### src/rtl/mips_pkg.sv
// Shared MIPS-subset encodings for the ID stage: opcodes, functs, ALU op codes and the control bundle.
package mips_pkg;

    localparam logic [5:0] OP_RTYPE = 6'h00;
    localparam logic [5:0] OP_J     = 6'h02;
    localparam logic [5:0] OP_BEQ   = 6'h04;
    localparam logic [5:0] OP_ADDI  = 6'h08;
    localparam logic [5:0] OP_LW    = 6'h23;
    localparam logic [5:0] OP_SW    = 6'h2B;

    localparam logic [5:0] FN_NOP   = 6'h00;
    localparam logic [5:0] FN_ADD   = 6'h20;
    localparam logic [5:0] FN_SUB   = 6'h22;
    localparam logic [5:0] FN_AND   = 6'h24;
    localparam logic [5:0] FN_OR    = 6'h25;
    localparam logic [5:0] FN_SLT   = 6'h2A;

    localparam logic [3:0] ALU_OP_AND = 4'd0;
    localparam logic [3:0] ALU_OP_OR  = 4'd1;
    localparam logic [3:0] ALU_OP_ADD = 4'd2;
    localparam logic [3:0] ALU_OP_SUB = 4'd6;
    localparam logic [3:0] ALU_OP_SLT = 4'd7;

    localparam logic [4:0] REG_ZERO = 5'd0;

    typedef enum logic [1:0] {
        DEST_NONE = 2'd0,
        DEST_RD   = 2'd1,
        DEST_RT   = 2'd2
    } dest_sel_e;

    typedef struct packed {
        logic       reg_write;
        logic       mem_read;
        logic       mem_write;
        logic       mem_to_reg;
        logic       alu_src;
        logic       branch;
        logic       jump;
        logic [3:0] alu_op;
    } ctrl_t;

    localparam ctrl_t CTRL_NONE = '0;

endpackage

### src/rtl/id_decode_stage_if.sv
// Fetch/EX-facing bus of the ID stage; slave = the decode stage, master = its environment.
interface id_decode_stage_if #(
    parameter int DATA_W = 32,
    parameter int REG_AW = 5
) ();
    logic              if_valid;
    logic [DATA_W-1:0] if_instr;
    logic [DATA_W-1:0] if_pc;
    logic              flush;
    logic              ex_mem_read;
    logic [REG_AW-1:0] ex_dest;
    logic              if_stall;
    logic [REG_AW-1:0] readReg1;
    logic [REG_AW-1:0] readReg2;
    logic              id_valid;
    logic              id_reg_write;
    logic              id_mem_read;
    logic              id_mem_write;
    logic              id_mem_to_reg;
    logic              id_alu_src;
    logic              id_branch;
    logic              id_jump;
    logic [3:0]        id_alu_op;
    logic [REG_AW-1:0] id_dest;
    logic [REG_AW-1:0] id_rs;
    logic [REG_AW-1:0] id_rt;
    logic [DATA_W-1:0] id_imm;
    logic [DATA_W-1:0] id_pc;
    logic [25:0]       id_jtarget;
    logic              id_illegal;

    modport slave (
        input  if_valid, if_instr, if_pc, flush, ex_mem_read, ex_dest,
        output if_stall, readReg1, readReg2, id_valid, id_reg_write, id_mem_read,
               id_mem_write, id_mem_to_reg, id_alu_src, id_branch, id_jump, id_alu_op,
               id_dest, id_rs, id_rt, id_imm, id_pc, id_jtarget, id_illegal
    );

    modport master (
        output if_valid, if_instr, if_pc, flush, ex_mem_read, ex_dest,
        input  if_stall, readReg1, readReg2, id_valid, id_reg_write, id_mem_read,
               id_mem_write, id_mem_to_reg, id_alu_src, id_branch, id_jump, id_alu_op,
               id_dest, id_rs, id_rt, id_imm, id_pc, id_jtarget, id_illegal
    );
endinterface

### src/rtl/mips_ctrl_decode.sv
// Combinational opcode/funct decoder: control bundle, destination select, illegal flag, rt-as-source.
module mips_ctrl_decode
    import mips_pkg::*;
(
    input  logic [5:0] i_op,
    input  logic [5:0] i_funct,
    input  logic       i_instr_zero,
    output ctrl_t      o_ctrl,
    output dest_sel_e  o_dest_sel,
    output logic       o_illegal,
    output logic       o_rt_is_src
);

    always_comb begin
        o_ctrl      = CTRL_NONE;
        o_dest_sel  = DEST_NONE;
        o_illegal   = 1'b0;
        o_rt_is_src = 1'b0;
        case (i_op)
            OP_RTYPE: begin
                o_dest_sel  = DEST_RD;
                o_rt_is_src = 1'b1;
                case (i_funct)
                    FN_ADD: begin o_ctrl.reg_write = 1'b1; o_ctrl.alu_op = ALU_OP_ADD; end
                    FN_SUB: begin o_ctrl.reg_write = 1'b1; o_ctrl.alu_op = ALU_OP_SUB; end
                    FN_AND: begin o_ctrl.reg_write = 1'b1; o_ctrl.alu_op = ALU_OP_AND; end
                    FN_OR:  begin o_ctrl.reg_write = 1'b1; o_ctrl.alu_op = ALU_OP_OR;  end
                    FN_SLT: begin o_ctrl.reg_write = 1'b1; o_ctrl.alu_op = ALU_OP_SLT; end
                    // Only the all-zero word is a NOP; other shifts are outside the subset.
                    FN_NOP:  o_illegal = ~i_instr_zero;
                    default: o_illegal = 1'b1;
                endcase
            end
            OP_LW: begin
                o_dest_sel        = DEST_RT;
                o_ctrl.reg_write  = 1'b1;
                o_ctrl.mem_read   = 1'b1;
                o_ctrl.mem_to_reg = 1'b1;
                o_ctrl.alu_src    = 1'b1;
                o_ctrl.alu_op     = ALU_OP_ADD;
            end
            OP_SW: begin
                o_rt_is_src      = 1'b1;
                o_ctrl.mem_write = 1'b1;
                o_ctrl.alu_src   = 1'b1;
                o_ctrl.alu_op    = ALU_OP_ADD;
            end
            OP_BEQ: begin
                o_rt_is_src   = 1'b1;
                o_ctrl.branch = 1'b1;
                o_ctrl.alu_op = ALU_OP_SUB;
            end
            OP_ADDI: begin
                o_dest_sel       = DEST_RT;
                o_ctrl.reg_write = 1'b1;
                o_ctrl.alu_src   = 1'b1;
                o_ctrl.alu_op    = ALU_OP_ADD;
            end
            OP_J:    o_ctrl.jump = 1'b1;
            default: o_illegal   = 1'b1;
        endcase
    end

endmodule

### src/rtl/id_decode_stage.sv
// MIPS ID stage: register-file address wiring, load-use hazard stall, flush and the ID/EX register.
// Optional macro ID_ILLEGAL_TRAP_EN: sticky id_illegal flag, illegal ops issued as bubbles.
module id_decode_stage
    import mips_pkg::*;
#(
    parameter int DATA_W = 32,
    parameter int REG_AW = 5
) (
    input logic           clk,
    input logic           rst_n,
    id_decode_stage_if.slave bus
);

    logic [REG_AW-1:0] w_rs, w_rt, w_rd, w_dest;
    logic [DATA_W-1:0] w_imm;
    ctrl_t             w_ctrl_dec, w_ctrl;
    dest_sel_e         w_dest_sel;
    logic              w_illegal, w_rt_is_src, w_hazard, w_trap, w_issue;

    ctrl_t             r_ctrl;
    logic              r_valid;
    logic [REG_AW-1:0] r_dest, r_rs, r_rt;
    logic [DATA_W-1:0] r_imm, r_pc;
    logic [25:0]       r_jtarget;

    assign w_rs  = bus.if_instr[25:21];
    assign w_rt  = bus.if_instr[20:16];
    assign w_rd  = bus.if_instr[15:11];
    assign w_imm = {{(DATA_W-16){bus.if_instr[15]}}, bus.if_instr[15:0]};

    mips_ctrl_decode u_dec (
        .i_op         (bus.if_instr[31:26]),
        .i_funct      (bus.if_instr[5:0]),
        .i_instr_zero (bus.if_instr == '0),
        .o_ctrl       (w_ctrl_dec),
        .o_dest_sel   (w_dest_sel),
        .o_illegal    (w_illegal),
        .o_rt_is_src  (w_rt_is_src)
    );

    always_comb begin
        case (w_dest_sel)
            DEST_RD: w_dest = w_rd;
            DEST_RT: w_dest = w_rt;
            default: w_dest = '0;
        endcase
        w_ctrl           = w_ctrl_dec;
        w_ctrl.reg_write = w_ctrl_dec.reg_write & (w_dest != REG_ZERO);
    end

    assign w_hazard = bus.if_valid & bus.ex_mem_read & (bus.ex_dest != REG_ZERO) &
                      ((bus.ex_dest == w_rs) | ((bus.ex_dest == w_rt) & w_rt_is_src));

`ifdef ID_ILLEGAL_TRAP_EN
    assign w_trap = w_illegal;
`else
    assign w_trap = 1'b0;
`endif

    assign w_issue = bus.if_valid & ~bus.flush & ~w_hazard & ~w_trap;

    always_ff @(posedge clk or negedge rst_n) begin
        if (!rst_n) begin
            r_valid   <= 1'b0;
            r_ctrl    <= CTRL_NONE;
            r_dest    <= '0;
            r_rs      <= '0;
            r_rt      <= '0;
            r_imm     <= '0;
            r_pc      <= '0;
            r_jtarget <= '0;
        end else begin
            // Data fields track the fetched word every cycle; only control/valid are gated.
            r_valid   <= w_issue;
            r_ctrl    <= w_issue ? w_ctrl : CTRL_NONE;
            r_dest    <= w_dest;
            r_rs      <= w_rs;
            r_rt      <= w_rt;
            r_imm     <= w_imm;
            r_pc      <= bus.if_pc;
            r_jtarget <= bus.if_instr[25:0];
        end
    end

`ifdef ID_ILLEGAL_TRAP_EN
    logic r_illegal;
    always_ff @(posedge clk or negedge rst_n) begin
        if (!rst_n)
            r_illegal <= 1'b0;
        else if (bus.if_valid & ~bus.flush & ~w_hazard & w_illegal)
            r_illegal <= 1'b1;
    end
    assign bus.id_illegal = r_illegal;
`else
    assign bus.id_illegal = 1'b0;
`endif

    assign bus.readReg1      = w_rs;
    assign bus.readReg2      = w_rt;
    assign bus.if_stall      = rst_n & w_hazard & ~bus.flush;
    assign bus.id_valid      = r_valid;
    assign bus.id_reg_write  = r_ctrl.reg_write;
    assign bus.id_mem_read   = r_ctrl.mem_read;
    assign bus.id_mem_write  = r_ctrl.mem_write;
    assign bus.id_mem_to_reg = r_ctrl.mem_to_reg;
    assign bus.id_alu_src    = r_ctrl.alu_src;
    assign bus.id_branch     = r_ctrl.branch;
    assign bus.id_jump       = r_ctrl.jump;
    assign bus.id_alu_op     = r_ctrl.alu_op;
    assign bus.id_dest       = r_dest;
    assign bus.id_rs         = r_rs;
    assign bus.id_rt         = r_rt;
    assign bus.id_imm        = r_imm;
    assign bus.id_pc         = r_pc;
    assign bus.id_jtarget    = r_jtarget;

endmodule

### src/flat_wrapper.sv
// flat-port wrapper written by rule: the top's interface ports become plain ports
module id_decode_stage_flat import mips_pkg::*;
#(
    parameter int DATA_W = 32,
    parameter int REG_AW = 5
)
  (clk, rst_n, bus_if_valid, bus_if_instr, bus_if_pc, bus_flush, bus_ex_mem_read, bus_ex_dest, bus_if_stall, bus_readReg1, bus_readReg2, bus_id_valid, bus_id_reg_write, bus_id_mem_read, bus_id_mem_write, bus_id_mem_to_reg, bus_id_alu_src, bus_id_branch, bus_id_jump, bus_id_alu_op, bus_id_dest, bus_id_rs, bus_id_rt, bus_id_imm, bus_id_pc, bus_id_jtarget, bus_id_illegal);
  id_decode_stage_if #(.DATA_W(DATA_W), .REG_AW(REG_AW)) bus_i ();
  input logic clk;
  input logic rst_n;
  input wire logic [$bits(bus_i.if_valid)-1:0] bus_if_valid;
  input wire logic [$bits(bus_i.if_instr)-1:0] bus_if_instr;
  input wire logic [$bits(bus_i.if_pc)-1:0] bus_if_pc;
  input wire logic [$bits(bus_i.flush)-1:0] bus_flush;
  input wire logic [$bits(bus_i.ex_mem_read)-1:0] bus_ex_mem_read;
  input wire logic [$bits(bus_i.ex_dest)-1:0] bus_ex_dest;
  output wire logic [$bits(bus_i.if_stall)-1:0] bus_if_stall;
  output wire logic [$bits(bus_i.readReg1)-1:0] bus_readReg1;
  output wire logic [$bits(bus_i.readReg2)-1:0] bus_readReg2;
  output wire logic [$bits(bus_i.id_valid)-1:0] bus_id_valid;
  output wire logic [$bits(bus_i.id_reg_write)-1:0] bus_id_reg_write;
  output wire logic [$bits(bus_i.id_mem_read)-1:0] bus_id_mem_read;
  output wire logic [$bits(bus_i.id_mem_write)-1:0] bus_id_mem_write;
  output wire logic [$bits(bus_i.id_mem_to_reg)-1:0] bus_id_mem_to_reg;
  output wire logic [$bits(bus_i.id_alu_src)-1:0] bus_id_alu_src;
  output wire logic [$bits(bus_i.id_branch)-1:0] bus_id_branch;
  output wire logic [$bits(bus_i.id_jump)-1:0] bus_id_jump;
  output wire logic [$bits(bus_i.id_alu_op)-1:0] bus_id_alu_op;
  output wire logic [$bits(bus_i.id_dest)-1:0] bus_id_dest;
  output wire logic [$bits(bus_i.id_rs)-1:0] bus_id_rs;
  output wire logic [$bits(bus_i.id_rt)-1:0] bus_id_rt;
  output wire logic [$bits(bus_i.id_imm)-1:0] bus_id_imm;
  output wire logic [$bits(bus_i.id_pc)-1:0] bus_id_pc;
  output wire logic [$bits(bus_i.id_jtarget)-1:0] bus_id_jtarget;
  output wire logic [$bits(bus_i.id_illegal)-1:0] bus_id_illegal;
  assign bus_i.if_valid = bus_if_valid;
  assign bus_i.if_instr = bus_if_instr;
  assign bus_i.if_pc = bus_if_pc;
  assign bus_i.flush = bus_flush;
  assign bus_i.ex_mem_read = bus_ex_mem_read;
  assign bus_i.ex_dest = bus_ex_dest;
  assign bus_if_stall = bus_i.if_stall;
  assign bus_readReg1 = bus_i.readReg1;
  assign bus_readReg2 = bus_i.readReg2;
  assign bus_id_valid = bus_i.id_valid;
  assign bus_id_reg_write = bus_i.id_reg_write;
  assign bus_id_mem_read = bus_i.id_mem_read;
  assign bus_id_mem_write = bus_i.id_mem_write;
  assign bus_id_mem_to_reg = bus_i.id_mem_to_reg;
  assign bus_id_alu_src = bus_i.id_alu_src;
  assign bus_id_branch = bus_i.id_branch;
  assign bus_id_jump = bus_i.id_jump;
  assign bus_id_alu_op = bus_i.id_alu_op;
  assign bus_id_dest = bus_i.id_dest;
  assign bus_id_rs = bus_i.id_rs;
  assign bus_id_rt = bus_i.id_rt;
  assign bus_id_imm = bus_i.id_imm;
  assign bus_id_pc = bus_i.id_pc;
  assign bus_id_jtarget = bus_i.id_jtarget;
  assign bus_id_illegal = bus_i.id_illegal;
  id_decode_stage #(.DATA_W(DATA_W), .REG_AW(REG_AW)) u_core (.clk(clk), .rst_n(rst_n), .bus(bus_i));
endmodule
### config.mk
export PLATFORM = sky130hd
export DESIGN_NAME = id_decode_stage_flat
export DESIGN_NICKNAME = d
export VERILOG_FILES = /design/src/rtl/mips_pkg.sv /design/src/rtl/id_decode_stage_if.sv /design/src/rtl/mips_ctrl_decode.sv /design/src/rtl/id_decode_stage.sv /design/src/flat_wrapper.sv
export SDC_FILE = /design/constraint.sdc
export NUM_CORES = 1
export LEC_CHECK = 0
export CAP_MARGIN = 5
export CELL_PAD_IN_SITES_DETAIL_PLACEMENT = 2
export CELL_PAD_IN_SITES_GLOBAL_PLACEMENT = 2
export CORE_AREA = 5 5 122 124
export DETAILED_ROUTE_END_ITERATION = 6
export DIE_AREA = 0 0 127 129
export PLACE_DENSITY_LB_ADDON = 0.2
export SETUP_SLACK_MARGIN = 0.1
export SYNTH_ARGS = -nofsm -noshare
export SYNTH_HDL_FRONTEND = slang
export SYNTH_SLANG_ARGS = --single-unit
### constraint.sdc
create_clock -name clk -period 3.3 [get_ports clk]
set_input_delay 0.66 -clock clk [delete_from_list [all_inputs] [get_ports clk]]
set_output_delay 0.66 -clock clk [all_outputs]
set_load 0.03 [all_outputs]
==> key figures, run 1 <==
Timing
  – Slew at the pin closest to its max-slew limit: 674 ps
  – Final Max Slew Viols: 0
  – Final period utilization: 0.939
  – F_max: 323 MHz
  – Slew HR: 0.551
  – Final worst setup slack: 202 ps
  – Final hold slack: 219 ps
  – RSZ-0062 raised after global routing: false
  – Post-layout min period: 3100 ps
  – Final Hold Fails: 0
  – Setup Viol. Count Final: 0

Floorplanning
  – Die Area: 16400 um^2
  – # IOs: 203
  – Core Box Area: 13700 um^2
  – Die Height: 129 um
  – Die Wd: 127 um
  – FP Rows: 43
  – Initial Util: 0.204

Power
  – P_int: 1840 uW
  – Comb power frac: 0.188
  – Max VDD drop: 0.000208 V
  – Power share of the sequential group: 0.381
  – Net Sw Power: 653 uW
  – Sw Ratio: 0.262
  – Clock power frac: 0.430
  – Pwr dens: 489 nW/um^2
  – Leakage: 0.00210 uW

Finish
  – Antenna diode count: 0
  – Layout area overhead: 83.0%
  – Share of cells above drive strength 1: 0.114
  – Nets: 457
  – Layout filler cell count: 1419

Setup path
  – Critical-path top delay cell: or4_4
  – WP depth: 6
  – Setup crit end kind: output port
  – Startpoint types: input pin
  – Critical Path Start: bus_if_instr[27]
  – Crit path required time: 2640 ps
  – Crit-path leading delay family: simple AND/OR/NAND/NOR gates
  – Critical path, cell by cell: clkdlybuf4s50_1 > or4_4 > a2111oi_4 > nor2_1 > nor3b_2 > buf_4
  – Worst-path maximum fanout: 2
  – CP peak stage delay: 510 ps
  – Worst path bufs/invs: 2
  – Kind of critical path: in -> out
  – WP data arrival: 2440 ps

CTS
  – CTS tree: yes
  – Maximum buffer depth of the clock tree: 2
  – Clock sink count: 73
  – Post-CTS Repair Setup Buffers: 0
  – Clock transition at path regs: 70 ps
  – Num CTS Buffers: 9
  – Root Buffer Master: clkbuf_16
  – H-Tree Depth: 3

Synthesis
  – Post-synth EDFFs: 0
  – Yosys top cell area share: 0.656
  – Commonest cells in the synthesized netlist: dfrtp_1 (73), buf_4 (55), nor2_1 (13)
  – Post-Syn Area: 2780 um^2
  – Average size of a mapped cell: 13.5 um^2
  – Asr flop ratio synth: 1.00
  – Post-Synthesis Cells: 206
  – Post-synth top area cell: dfrtp_1
  – Main area contributors after synthesis: dfrtp_1 (66%), buf_4 (15%), xnor2_1 (2.8%)
  – Synth warn: 0
  – Yosys cell types: 32
  – Synth Flop Type: dfrtp_1
  – Most common cell in the synthesized netlist: dfrtp_1
  – Register area share after synthesis: 0.656
  – Post-synthesis sequential element count: 73

Drt
  – Vias: 2143
  – Iter 0 DRT Violations: 50
  – DRC errors left: 0
  – Final WL: 9.76 mm
  – DR pass1 iterations: 4
  – Number of routed nets with antenna violations: 0
  – Vias per cell: 3.79
  – DR WL/cell: 17.3 um

Global routing
  – First-pass GRT wire length: 14.4 mm
  – GRT Resource Usage Total: 0.118
  – Largest net degree at the start of global routing: 53
  – Initial antenna violation count: 0
  – Vias in the first global route: 2380
  – Grt ovf: 0

Placed design
  – IO buf count: 200
  – HPWL Detailed: 7.98 mm
  – Post-Place Setup Slack: -77.9 ps
  – Gpl congestion: 0.751

Outcome
  – Status: complete, no violations

Run
  – Max cap viols: 0

Min path
  – Hold Path Class: in -> async
[layout make-up]
class | instances | area, um^2 | area share
multi-input combinational | 74 | 554 | 0.109
clock buffer | 10 | 239 | 0.0469
clock inverter | 6 | 90.1 | 0.0177
inverter | 3 | 11.3 | 0.00221
tap | 180 | 225 | 0.0442
timing repair buffer | 219 | 2140 | 0.421
sequential | 73 | 1830 | 0.359
[final timing paths]
| check | slack [ps] | to |
|---|---|---|
| worst max-delay path | 200 | bus_if_stall |
| worst min-delay path | 220 | u_core.bus.id_imm[1]$_DFF_PN0_ |
| max in group asynchronous | 2090 | u_core.bus.id_pc[26]$_DFF_PN0_ |
| min in group clk | 760 | u_core.bus.id_jump$_DFF_PN0_ |
[state kept, by name, summed over array words and instances, names as in the netlist]
name                     count
u_core.bus.id_alu_op         3
u_core.bus.id_alu_src        1
u_core.bus.id_branch         1
u_core.bus.id_dest           5
u_core.bus.id_imm           15
u_core.bus.id_jtarget        3
u_core.bus.id_jump           1
u_core.bus.id_mem_read       1
u_core.bus.id_mem_write      1
u_core.bus.id_pc            32
u_core.bus.id_reg_write      1
u_core.bus.id_rs             4
u_core.bus.id_rt             4
u_core.bus.id_valid          1
[placed cells by master, fill, tap and decap left out, drive strengths merged]
master / synthesis / routed
and3: 1 / 1
a31oi: 4 / 4
clkinv: 0 / 2
nor4b: 1 / 1
a22oi: 6 / 6
clkdlybuf4s50: 0 / 196
xnor2: 9 / 9
nor3: 4 / 4
o21bai: 1 / 1
ha: 3 / 3
nand2: 5 / 5
nor2: 13 / 13
dlymetal6s2s: 0 / 2
clkbuf: 1 / 10
nor4: 6 / 6
mux2i: 1 / 1
a2111oi: 1 / 1
nand3: 2 / 2
clkinvlp: 0 / 1
a21oi: 1 / 1
buf: 56 / 21
or4b: 1 / 1
inv: 3 / 4
or4: 2 / 2
nor4bb: 1 / 1
nand4: 1 / 1
o211ai: 1 / 1
nor3b: 2 / 2
and4b: 1 / 1
dfrtp: 73 / 73
nor2b: 1 / 1
conb: 1 / 2
bufinv: 0 / 2
nand2b: 2 / 2
xor2: 2 / 2
[through the flow]
stage	cell area, um^2	cells	setup TNS (ps)	total power (uW)	util
2_1_floorplan	2790	207	0	1200	-
3_3_place_gp	4720	549	0	1440	0.346
3_5_place_dp	4720	549	-77.9	1440	0.346
4_1_cts	5070	565	0	2540	0.371
5_1_grt	5090	565	0	2600	0.373
6_report	5090	565	0	2490	0.373
[cells by family (layout without fill, tap and decap cells)]
group                    count (synthesis)  count (layout)  synth area share
AND/OR/NAND/NOR                         43              43            0.0953
other                                    1               2           0.00135
XOR/XNOR                                11              11            0.0346
buffers and inverters                   60             238             0.158
flip-flops                              73              73             0.656
AO/OA/AOI/OAI                           14              14            0.0373
multiplexers                             1               1           0.00360
adder cells (fa/ha/maj)                  3               3            0.0135
[power by group through the flow]
| stage | Clock [uW] | Sequential [uW] | Combinational (uW) |
|---|---|---|---|
| floorplan | 0 | 1040 | 153 |
| global placement | 0 | 964 | 471 |
| detailed placement | 0 | 967 | 475 |
| CTS | 1120 | 951 | 478 |
| global route | 1160 | 955 | 494 |
| finish | 1070 | 950 | 469 |
[what timing repair did]
item | CTS | global route
pin swaps | 0 | 4
gates resized for setup | 3 | 5
endpoints found under the setup margin | 1 | 1
hold buffers | 0 | 0
[per-layer routing]
| layer | part of all wire | track usage |
|---|---|---|
| met1 | 0.42 | 0.145 |
| met5 | 0 | 0 |
| met3 | 0.091 | 0.0461 |
| met4 | 0.013 | 0.0379 |
| met2 | 0.47 | 0.191 |
(Power assumes the default switching activity.)
==> run 2: changes to the inputs <==
- ABC_AREA: unset -> 1
- CORE_AREA: 5 5 122 124 -> 5 5 125 127
- DIE_AREA: 0 0 127 129 -> 0 0 130 132
==> run 2 against run 1 <==
- sequential share of layout area grew 0.64 points
- synthesized cell count rose by 22%
- critical path depth grew 4
- die area up 4.7%
- combinational power shrank 4%
==> key figures, run 2 <==
Placed design
  – Dpl cell area: 4670 um^2 (-1.2%)
  – Gpl congestion: 0.707 (-5.8%)
  – IO buf count: 200 (unchanged)
  – HPWL Detailed: 7.80 mm (-2.2%)

Floorplanning
  – FP Rows: 44 (+2.3%)
  – Initial Util: 0.197 (-0.00660)
  – Die Wd: 130 um (+2.4%)
  – Core Box Area: 14300 um^2 (+4.7%)
  – # IOs: 203 (unchanged)
  – Die Height: 132 um (+2.3%)
  – Die Area: 17200 um^2 (+4.7%)

Drt
  – Met3 wire length: 775 um (-12%)
  – Met2 Wirelength: 4.92 mm (+6.4%)
  – Iter 0 DRT Violations: 32 (-36%)
  – DR pass1 iterations: 4 (unchanged)
  – Met1 Routed Length: 3.81 mm (-7.5%)
  – Number of routed nets with antenna violations: 0 (unchanged)
  – DRC errors left: 0 (unchanged)
  – Vias per cell: 3.74 (-1.4%)
  – Final WL: 9.65 mm (-1.1%)
  – Uppermost layer routed: met4
  – DR WL/cell: 16.1 um (-6.9%)
  – Vias: 2244 (+4.7%)

Synthesis
  – Synth warn: 0 (unchanged)
  – Synth Flop Type: dfrtp_1
  – Post-Synthesis Cells: 252 (+22%)
  – Asr flop ratio synth: 1.00 (unchanged)
  – Commonest cells in the synthesized netlist: dfrtp_1 (73), buf_4 (55), nand2_1 (34)
  – Post-Syn Area: 2820 um^2 (+1.3%)
  – Yosys top cell area share: 0.648 (-0.00874)
  – Register area share after synthesis: 0.648 (-0.00874)
  – Most common cell in the synthesized netlist: dfrtp_1
  – Average size of a mapped cell: 11.2 um^2 (-17%)
  – Main area contributors after synthesis: dfrtp_1 (65%), buf_4 (15%), nand2_1 (4.5%)
  – Post-synth EDFFs: 0 (unchanged)
  – Yosys cell types: 19 (-41%)
  – Post-synth top area cell: dfrtp_1
  – Post-synthesis sequential element count: 73 (unchanged)

CTS
  – Maximum buffer depth of the clock tree: 2 (unchanged)
  – Clock sink count: 73 (unchanged)
  – H-Tree Depth: 3 (unchanged)
  – Clock transition at path regs: 60 ps (about the same)
  – CTS resizes: 0 (-3)
  – Root Buffer Master: clkbuf_16
  – CTS tree: yes
  – Num CTS Buffers: 9 (unchanged)
  – Post-CTS Repair Setup Buffers: 0 (unchanged)
  – Hold-fix buffers at CTS: 0 (unchanged)

Finish
  – Most common cell after layout, fill and taps aside: clkdlybuf4s50_1
  – Antenna diode count: 0 (unchanged)
  – Share of cells above drive strength 1: 0.0577 (-0.0566)
  – Most frequent cells in the layout: clkdlybuf4s50_1 (198), dfrtp_1 (73), nand2_1 (34)
  – Post-route cell area: 5000 um^2 (-1.7%)
  – Nets: 488 (+6.8%)
  – Layout area overhead: 77.4%
  – Post-layout util: 0.349 (-0.0231)
  – Largest register FFs: 32 (unchanged)

Timing
  – Post-layout min period: 2910 ps (-184 ps)
  – Final period utilization: 0.883 (-0.0558)
  – Slew HR: 0.518 (-0.0324)
  – Final Max Slew Viols: 0 (unchanged)
  – RSZ-0062 raised after global routing: false
  – Setup Viol. Count Final: 0 (unchanged)
  – Post-route setup TNS: 0 ps (unchanged)
  – Final Hold Fails: 0 (unchanged)
  – Slew at the pin closest to its max-slew limit: 722 ps (+48.7 ps)
  – F_max: 343 MHz (+6.3%)

Setup path
  – CP peak stage delay: 500 ps (about the same)
  – Critical-path top delay cell: clkdlybuf4s50_1
  – Worst-path maximum fanout: 3 (+1)
  – Crit path required time: 2640 ps (about the same)
  – Kind of critical path: in -> out
  – Crit path top cell by count: nand2_1
  – WP data arrival: 2250 ps (-190 ps)
  – Startpoint types: input pin
  – Setup crit end kind: output port
  – Critical path, cell by cell: clkdlybuf4s50_1 > inv_1 > nor2_2 > nand3_1 > nand2_1 > nand2_1 > o21ai_2 > nand2_2 > nor2_1 > buf_12

Outcome
  – Status: complete, no violations

Power
  – Max VDD drop: 0.000180 V (-14%)
  – Leakage: 0.00219 uW (+4.3%)
  – Pwr dens: 502 nW/um^2 (+2.7%)

Global routing
  – Vias in the first global route: 2554 (+7.3%)
  – Initial antenna violation count: 0 (unchanged)
  – GRT Resource Usage Total: 0.114 (-0.00404)
  – First-pass GRT wire length: 14.7 mm (+2.1%)
  – Largest net degree at the start of global routing: 56 (+5.7%)
  – Grt ovf: 0 (unchanged)

Min path
  – Hold Path Class: in -> async

Run
  – Max cap viols: 0 (unchanged)
-- run 2: cell types whose count changed in the layout (fill, tap and decap cells not counted), sizes merged, moves of 6 or more --
cell,change
nor2,+17
a22oi,-6
inv,+19
nand2,+31
nand3,+9
buf,-17
-- run 2: cells by family (layout without fill, tap and decap cells) --
| group | after synthesis | in the layout | synth area share |
|---|---|---|---|
| AOI/OAI and AO/OA | 10 | 10 | 0.0191 |
| xor gates and xnor gates | 7 | 7 | 0.0217 |
| adders and majority gates | 3 | 3 | 0.0133 |
| buffers and inverters | 78 | 241 | 0.177 |
| DFF | 73 | 73 | 0.648 |
| other | 1 | 2 | 0.00133 |
| and+or+nand+nor | 80 | 80 | 0.120 |
-- run 2: metrics by stage --
step | instances | power (uW) | worst slack [ps] | hold slack, ps
after floorplan | 253 | 1190 | 1020 | 364
after global placement | 584 | 1420 | 326 | 571
after detailed placement | 584 | 1430 | 325 | 573
after CTS | 600 | 2570 | 310 | 210
after global routing | 600 | 2630 | 159 | 221
final | 600 | 2510 | 386 | 213
-- run 2: worst paths after layout --
| kind | from | endpoint | slack [ps] |
|---|---|---|---|
| max in group asynchronous | rst_n | u_core.bus.id_imm[13]$_DFF_PN0_ | 2080 |
| setup / recovery | bus_if_instr[31] | bus_if_stall | 390 |
| hold / removal | rst_n | u_core.bus.id_pc[13]$_DFF_PN0_ | 210 |
| min in group clk | bus_if_pc[21] | u_core.bus.id_pc[21]$_DFF_PN0_ | 760 |
-- run 2: where the power goes --
group	switching, uW	internal (uW)	leakage, uW
combinational	246	206	0.00115
sequential	17.9	933	0.000884
clock	371	739	0.000164
-- run 2: final cells by class --
class                      instances  area, um^2
timing repair buffer             202        2020
multi-input combinational        102         498
fill                            1571        9310
tap                              184         230
clock inverter                     5         104
sequential                        73        1830
inverter                          23        86.3
clock buffer                      11         233
-- run 2: critical path, delay by kind of cell --
| kind | cells | cell delay (ps) |
|---|---|---|
| and+or+nand+nor | 6 | 750 |
| buffers and inverters | 3 | 720 |
| AOI/OAI and AO/OA | 1 | 130 |
-- run 2: routing by layer --
layer  vias to the layer above  GRT usage
met5                         -          0
met2                       120      0.198
met4                         0     0.0433
met3                        12     0.0316
met1                      1081      0.132
li1                       1031          -
==> RTL change 1: new RTL, config.mk and constraints of run 1 <==
`REG_ZERO`: 5'd0 -> 5'd1.
--- a/src/rtl/mips_pkg.sv
+++ b/src/rtl/mips_pkg.sv
@@ -21,7 +21,7 @@
     localparam logic [3:0] ALU_OP_SUB = 4'd6;
     localparam logic [3:0] ALU_OP_SLT = 4'd7;
 
-    localparam logic [4:0] REG_ZERO = 5'd0;
+    localparam logic [4:0] REG_ZERO = 5'd1;
 
     typedef enum logic [1:0] {
         DEST_NONE = 2'd0,
Behaviour: not the same (Yosys sat finds a counterexample within 4 cycles, from zero or initial values and one cycle with rst_n low).
==> RTL change 1 against run 1 <==
Non-clock buffer count increased by 2. Global-route usage increased by 1.3 points. Cell area increased by 2.9%. Sequential cell count unchanged. Total power increased by 5.7%. Sequential power about the same. Critical path depth unchanged. Synthesized area increased by 4.3%. Wire length increased by 9.7%. Worst setup slack got worse by 0.033 ns. Critical endpoint unchanged.
==> RTL change 1: results (changes against run 1) <==
- The flow ran to the end, and the final reports show no timing, DRC or antenna violations.
- The number of unique standard cell types used by synthesis is 41 (+28%).
- By count the netlist is led by sky130_fd_sc_hd__dfrtp_1 (73), sky130_fd_sc_hd__buf_4 (55), sky130_fd_sc_hd__nor2_1 (10), sky130_fd_sc_hd__xnor2_1 (6).
- The number of antenna violations at the first check in global routing is 2 (+2).
- The final cell count without fillers is 573 (+1.4%).
- The total placed cells including tap cells is 557 (+1.5%).
- On the critical path, the stage with the largest delay is an instance of sky130_fd_sc_hd__or4b_4.
- The number of fill cells in the layout came to 1427 (+0.56%).
- The number of gates resized after CTS is 0 (-3).
- The wire length after detailed routing is 10.7 mm (+9.7%).
- The count of synthesis-stage warnings from yosys came to 0 (unchanged).
- The sequential fraction of the synthesis area was 0.630 (-0.0269).
- The net count of the finished layout was 465 (+1.8%).
- The post-route worst hold slack was 0.571 ns (+0.352 ns).
- The global placement routability congestion is 0.796 (+6.0%).
- The leakage power summed over all cells is 0.00215 uW (+2.1%).
- The relative slew slack is 0.362 (-0.189).
- The instance count of the mapped netlist came to 213 (+3.4%).
- The post-synthesis async set-or-reset flop share was 1.00 (unchanged).
- The number of global-route vias before repair is 2607 (+9.5%).
- The detailed-route via count was 2281 (+6.4%).
- The arrival time at the worst endpoint came to 2.47 ns (+0.03 ns).
- The total global routing track utilization came to 0.131 (+0.0131).
- The peak ir drop on the vdd network is 0.000196 V (-6.1%).
- The first-pass GRT wire length is 16.2 mm (+12%).
- The number of violations reported at the end of detailed-routing iteration 0 is 73 (+46%).
- The placed wire-length estimate was 8.68 mm (+8.8%).
- After synthesis, the cell types taking the most area are sky130_fd_sc_hd__dfrtp_1 (63%), sky130_fd_sc_hd__buf_4 (14%), sky130_fd_sc_hd__xnor2_1 (1.8%).
- In this run the worst hold path is classified as input pin to asynchronous set/reset pin.
- The delay of the slowest cell on the worst path is 0.55 ns (+0.04 ns).
- The proportion of layout cells with a drive suffix above 1 is 0.135 (+0.0206).
- The maximum number of pins on one net before global-route repair is 74 (+40%).
-- RTL change 1: changes by cell type in the layout (fill, tap and decap cells not counted), sizes merged, moves of 3 or more --
cell / delta
o21ai: +3
xor2: +3
xnor2: -3
nor2: -3
-- RTL change 1: metal layers --
layer	track usage	up-vias	routed length (um)
met5	0	-	9
li1	-	1017	-
met3	0.0531	15	1190
met1	0.154	1116	4240
met2	0.218	131	5110
met4	0.0454	2	160
-- RTL change 1: metrics by stage --
step,instance area [um2],TNS (ns),setup WS [ns]
floorplan,2910,0,0.510
global placement,4860,0,0.0733
detailed placement,4860,-0.0138,-0.0138
CTS,5230,0,0.165
global route,5240,0,0.107
finish,5240,0,0.169
-- RTL change 1: cell families (layout without fill, tap and decap cells) --
kind of cell	Yosys count	in the layout	share of synthesized area
xor gates and xnor gates	11	11	0.0332
DFF	73	73	0.630
other	1	2	0.00129
AOI/OAI and AO/OA	20	20	0.0586
buffers and inverters	63	242	0.156
and+or+nand+nor	40	40	0.102
muxes	2	2	0.00690
adders and majority gates	3	3	0.0129
-- RTL change 1: area by class of cell --
class / count / share of cell area
Timing Repair Buffer: 221 / 0.414
Tap cell: 180 / 0.0430
Inverter: 5 / 0.00358
Sequential cell: 73 / 0.349
Clock inverter: 7 / 0.0272
Clock buffer: 9 / 0.0430
Multi-Input combinational cell: 78 / 0.121
-- RTL change 1: worst max path at each step --
| stage | from | end | slack [ns] | cells past startpoint |
|---|---|---|---|---|
| floorplan | bus_if_instr[29] | u_core.bus.id_reg_write$_DFF_PN0_ | 0.51 | 9 |
| global placement | bus_if_instr[31] | u_core.bus.id_reg_write$_DFF_PN0_ | 0.07 | 10 |
| detailed placement | bus_if_instr[31] | u_core.bus.id_reg_write$_DFF_PN0_ | -0.01 | 10 |
| CTS | bus_ex_dest[3] | bus_if_stall | 0.17 | 6 |
| global route | bus_ex_dest[3] | bus_if_stall | 0.11 | 6 |
| finish | bus_ex_dest[3] | bus_if_stall | 0.17 | 6 |
-- RTL change 1: power breakdown --
part	internal, uW	leakage, uW	total, uW	switching [uW]
combinational	221	0.00108	479	257
sequential	932	0.000884	951	18.1
clock	816	0.000180	1200	387
total	1970	0.00215	2630	663
==> RTL change 2: new RTL, config.mk and constraints of run 1 <==
Made on the original files. Take the reset off `r_imm` and load it in a clocked block of its own.
--- a/src/rtl/id_decode_stage.sv
+++ b/src/rtl/id_decode_stage.sv
@@ -66,7 +66,6 @@
             r_dest    <= '0;
             r_rs      <= '0;
             r_rt      <= '0;
-            r_imm     <= '0;
             r_pc      <= '0;
             r_jtarget <= '0;
         end else begin
@@ -76,10 +75,13 @@
             r_dest    <= w_dest;
             r_rs      <= w_rs;
             r_rt      <= w_rt;
-            r_imm     <= w_imm;
             r_pc      <= bus.if_pc;
             r_jtarget <= bus.if_instr[25:0];
         end
+    end
+
+    always_ff @(posedge clk) begin
+        r_imm <= w_imm;
     end
 
 `ifdef ID_ILLEGAL_TRAP_EN
Behaviour: not the same (Yosys sat finds a counterexample within 4 cycles, from zero or initial values and one cycle with rst_n low).
==> RTL change 2 against run 1 <==
Synthesized cell count stayed put. Highest routed layer unchanged. Sequential share of layout area grew 4.1 points. Count of clock-buffer cells in the layout decreased by 1. Total power rose by 7.1%. Cell area is 5.6% higher. Worst setup slack better by 0.031 ns. Wire length rose by 7.0%. First-iteration DRC count down 32%. Sequential cell count is 16 higher. Largest cell class is now sequential cells. Synthesized area grew 7.2%.
==> RTL change 2: results (changes against run 1) <==
- The run finished with clean final reports.
- The net count of the finished layout is 472 (+3.3%).
- The global-route met1 utilization came to 0.153 (+0.00743).
- The count of TritonRoute iterations in the first routing pass was 5 (+1).
- The critical path launch point is bus_ex_dest[3].
- The peak ir drop on the vdd network is 0.000232 V (+12%).
- The worst setup slack after placement came to -0.0539 ns (+0.0240 ns).
- The met3 track demand over resource is 0.0440 (-0.00208).
- The leakage power summed over all cells came to 0.00220 uW (+4.5%).
- The number of antenna violations at the first check in global routing came to 0 (unchanged).
- The total global routing track utilization is 0.125 (+0.00668).
- The first-pass GRT wire length is 15.4 mm (+7.1%).
- The maximum fanout along the worst path is 3 (+1).
- The maximum number of pins on one net before global-route repair came to 62 (+17%).
- The global placement routability congestion is 0.779 (+3.8%).
- The arrival time at the worst endpoint was 2.41 ns (-0.03 ns).
- The proportion of layout cells with a drive suffix above 1 is 0.110 (-0.00429).
- The post-route worst hold slack came to 0.167 ns (-0.0525 ns).
- The post-synthesis async set-or-reset flop share is 0.820 (-0.180).
- In the post-synthesis netlist, the biggest area contributors are sky130_fd_sc_hd__dfrtp_1 (61%), sky130_fd_sc_hd__dfxtp_1 (11%), sky130_fd_sc_hd__buf_4 (9.8%).
- The relative slew slack is 0.489 (-0.0623).
- The met2 track demand over resource in global routing is 0.205 (+0.0137).
- The placed standard-cell area is 5040 um2 (+6.6%).
- By count the netlist is led by sky130_fd_sc_hd__dfrtp_1 (73), sky130_fd_sc_hd__buf_4 (39), sky130_fd_sc_hd__dfxtp_1 (16), sky130_fd_sc_hd__nor2_1 (13), sky130_fd_sc_hd__xnor2_1 (9).
- The placed wire-length estimate is 8.47 mm (+6.2%).
- The sequential fraction of the synthesis area was 0.720 (+0.0633).
==> RTL change 2: cell count changes in the layout (fill, tap and decap cells not counted), sizes merged <==
cell | before | now
bufinv | 2 | 1
clkinv | 2 | 1
dlymetal6s2s | 2 | 0
clkdlybuf4s50 | 196 | 198
inv | 4 | 5
clkbuf | 10 | 9
clkinvlp | 1 | 3
buf | 21 | 20
dfxtp | 0 | 16
==> RTL change 2: cell type report <==
cell class | count | area, um2
Clock buffer | 9 | 225
Inverter | 3 | 11.3
Timing Repair Buffer | 218 | 2130
Tap cell | 180 | 225
Multi-Input combinational cell | 74 | 557
Sequential cell | 89 | 2150
Clock inverter | 7 | 77.6
Fill cell | 1416 | 8290
==> RTL change 2: path summary, 6_finish.rpt <==
| path | to | slack (ns) | cells after the start |
|---|---|---|---|
| worst min-delay path | u_core.bus.id_rt[2]$_DFF_PN0_ | 0.17 | 1 |
| worst max-delay path | bus_if_stall | 0.23 | 7 |
| min in group clk | u_core.bus.id_pc[25]$_DFF_PN0_ | 0.76 | 1 |
| max in group asynchronous | u_core.bus.id_pc[8]$_DFF_PN0_ | 2.12 | 2 |
==> RTL change 2: power by group <==
group          switching [uW]  total, uW  internal [uW]  leakage [uW]
sequential               17.0       1150           1130       0.00102
clock                     446       1040            594      0.000140
combinational             256        476            220       0.00104
total                     719       2670           1950       0.00220
==> RTL change 2: per-layer routing <==
layer / vias to the layer above / wire length (um)
met5: - / 0
met4: 0 / 119
met3: 11 / 1010
met2: 135 / 4970
met1: 1086 / 4350
li1: 1026 / -
==> RTL change 2: logic make-up after synthesis <==
group	count (synthesis)	synth area share
buf+inv	44	0.107
compound gates	14	0.0348
simple gates	43	0.0889
xor+xnor	11	0.0323
flops	89	0.720
fa+ha+maj	3	0.0126
mux	1	0.00336
other cells	1	0.00126
==> RTL change 2: worst max-delay path, cell delays in order <==
cell and delay, ns:
sky130_fd_sc_hd__clkdlybuf4s50_1 0.47, sky130_fd_sc_hd__or4_1 0.56, sky130_fd_sc_hd__o211ai_2 0.25, sky130_fd_sc_hd__nor4_2 0.10, sky130_fd_sc_hd__nor2_1 0.14, sky130_fd_sc_hd__nor3b_2 0.06
sky130_fd_sc_hd__buf_4 0.16
==> RTL change 2: through the flow <==
stage | power, uW | instances
2_1_floorplan | 1390 | 207
3_3_place_gp | 1650 | 564
3_5_place_dp | 1650 | 564
4_1_cts | 2720 | 580
5_1_grt | 2780 | 580
6_report | 2670 | 580
==> RTL change 2: what timing repair did <==
| action | in CTS | in global routing |
|---|---|---|
| endpoints found under the hold margin | 0 | 0 |
| gates resized for setup | 3 | 4 |
| setup endpoints to repair | 1 | 1 |
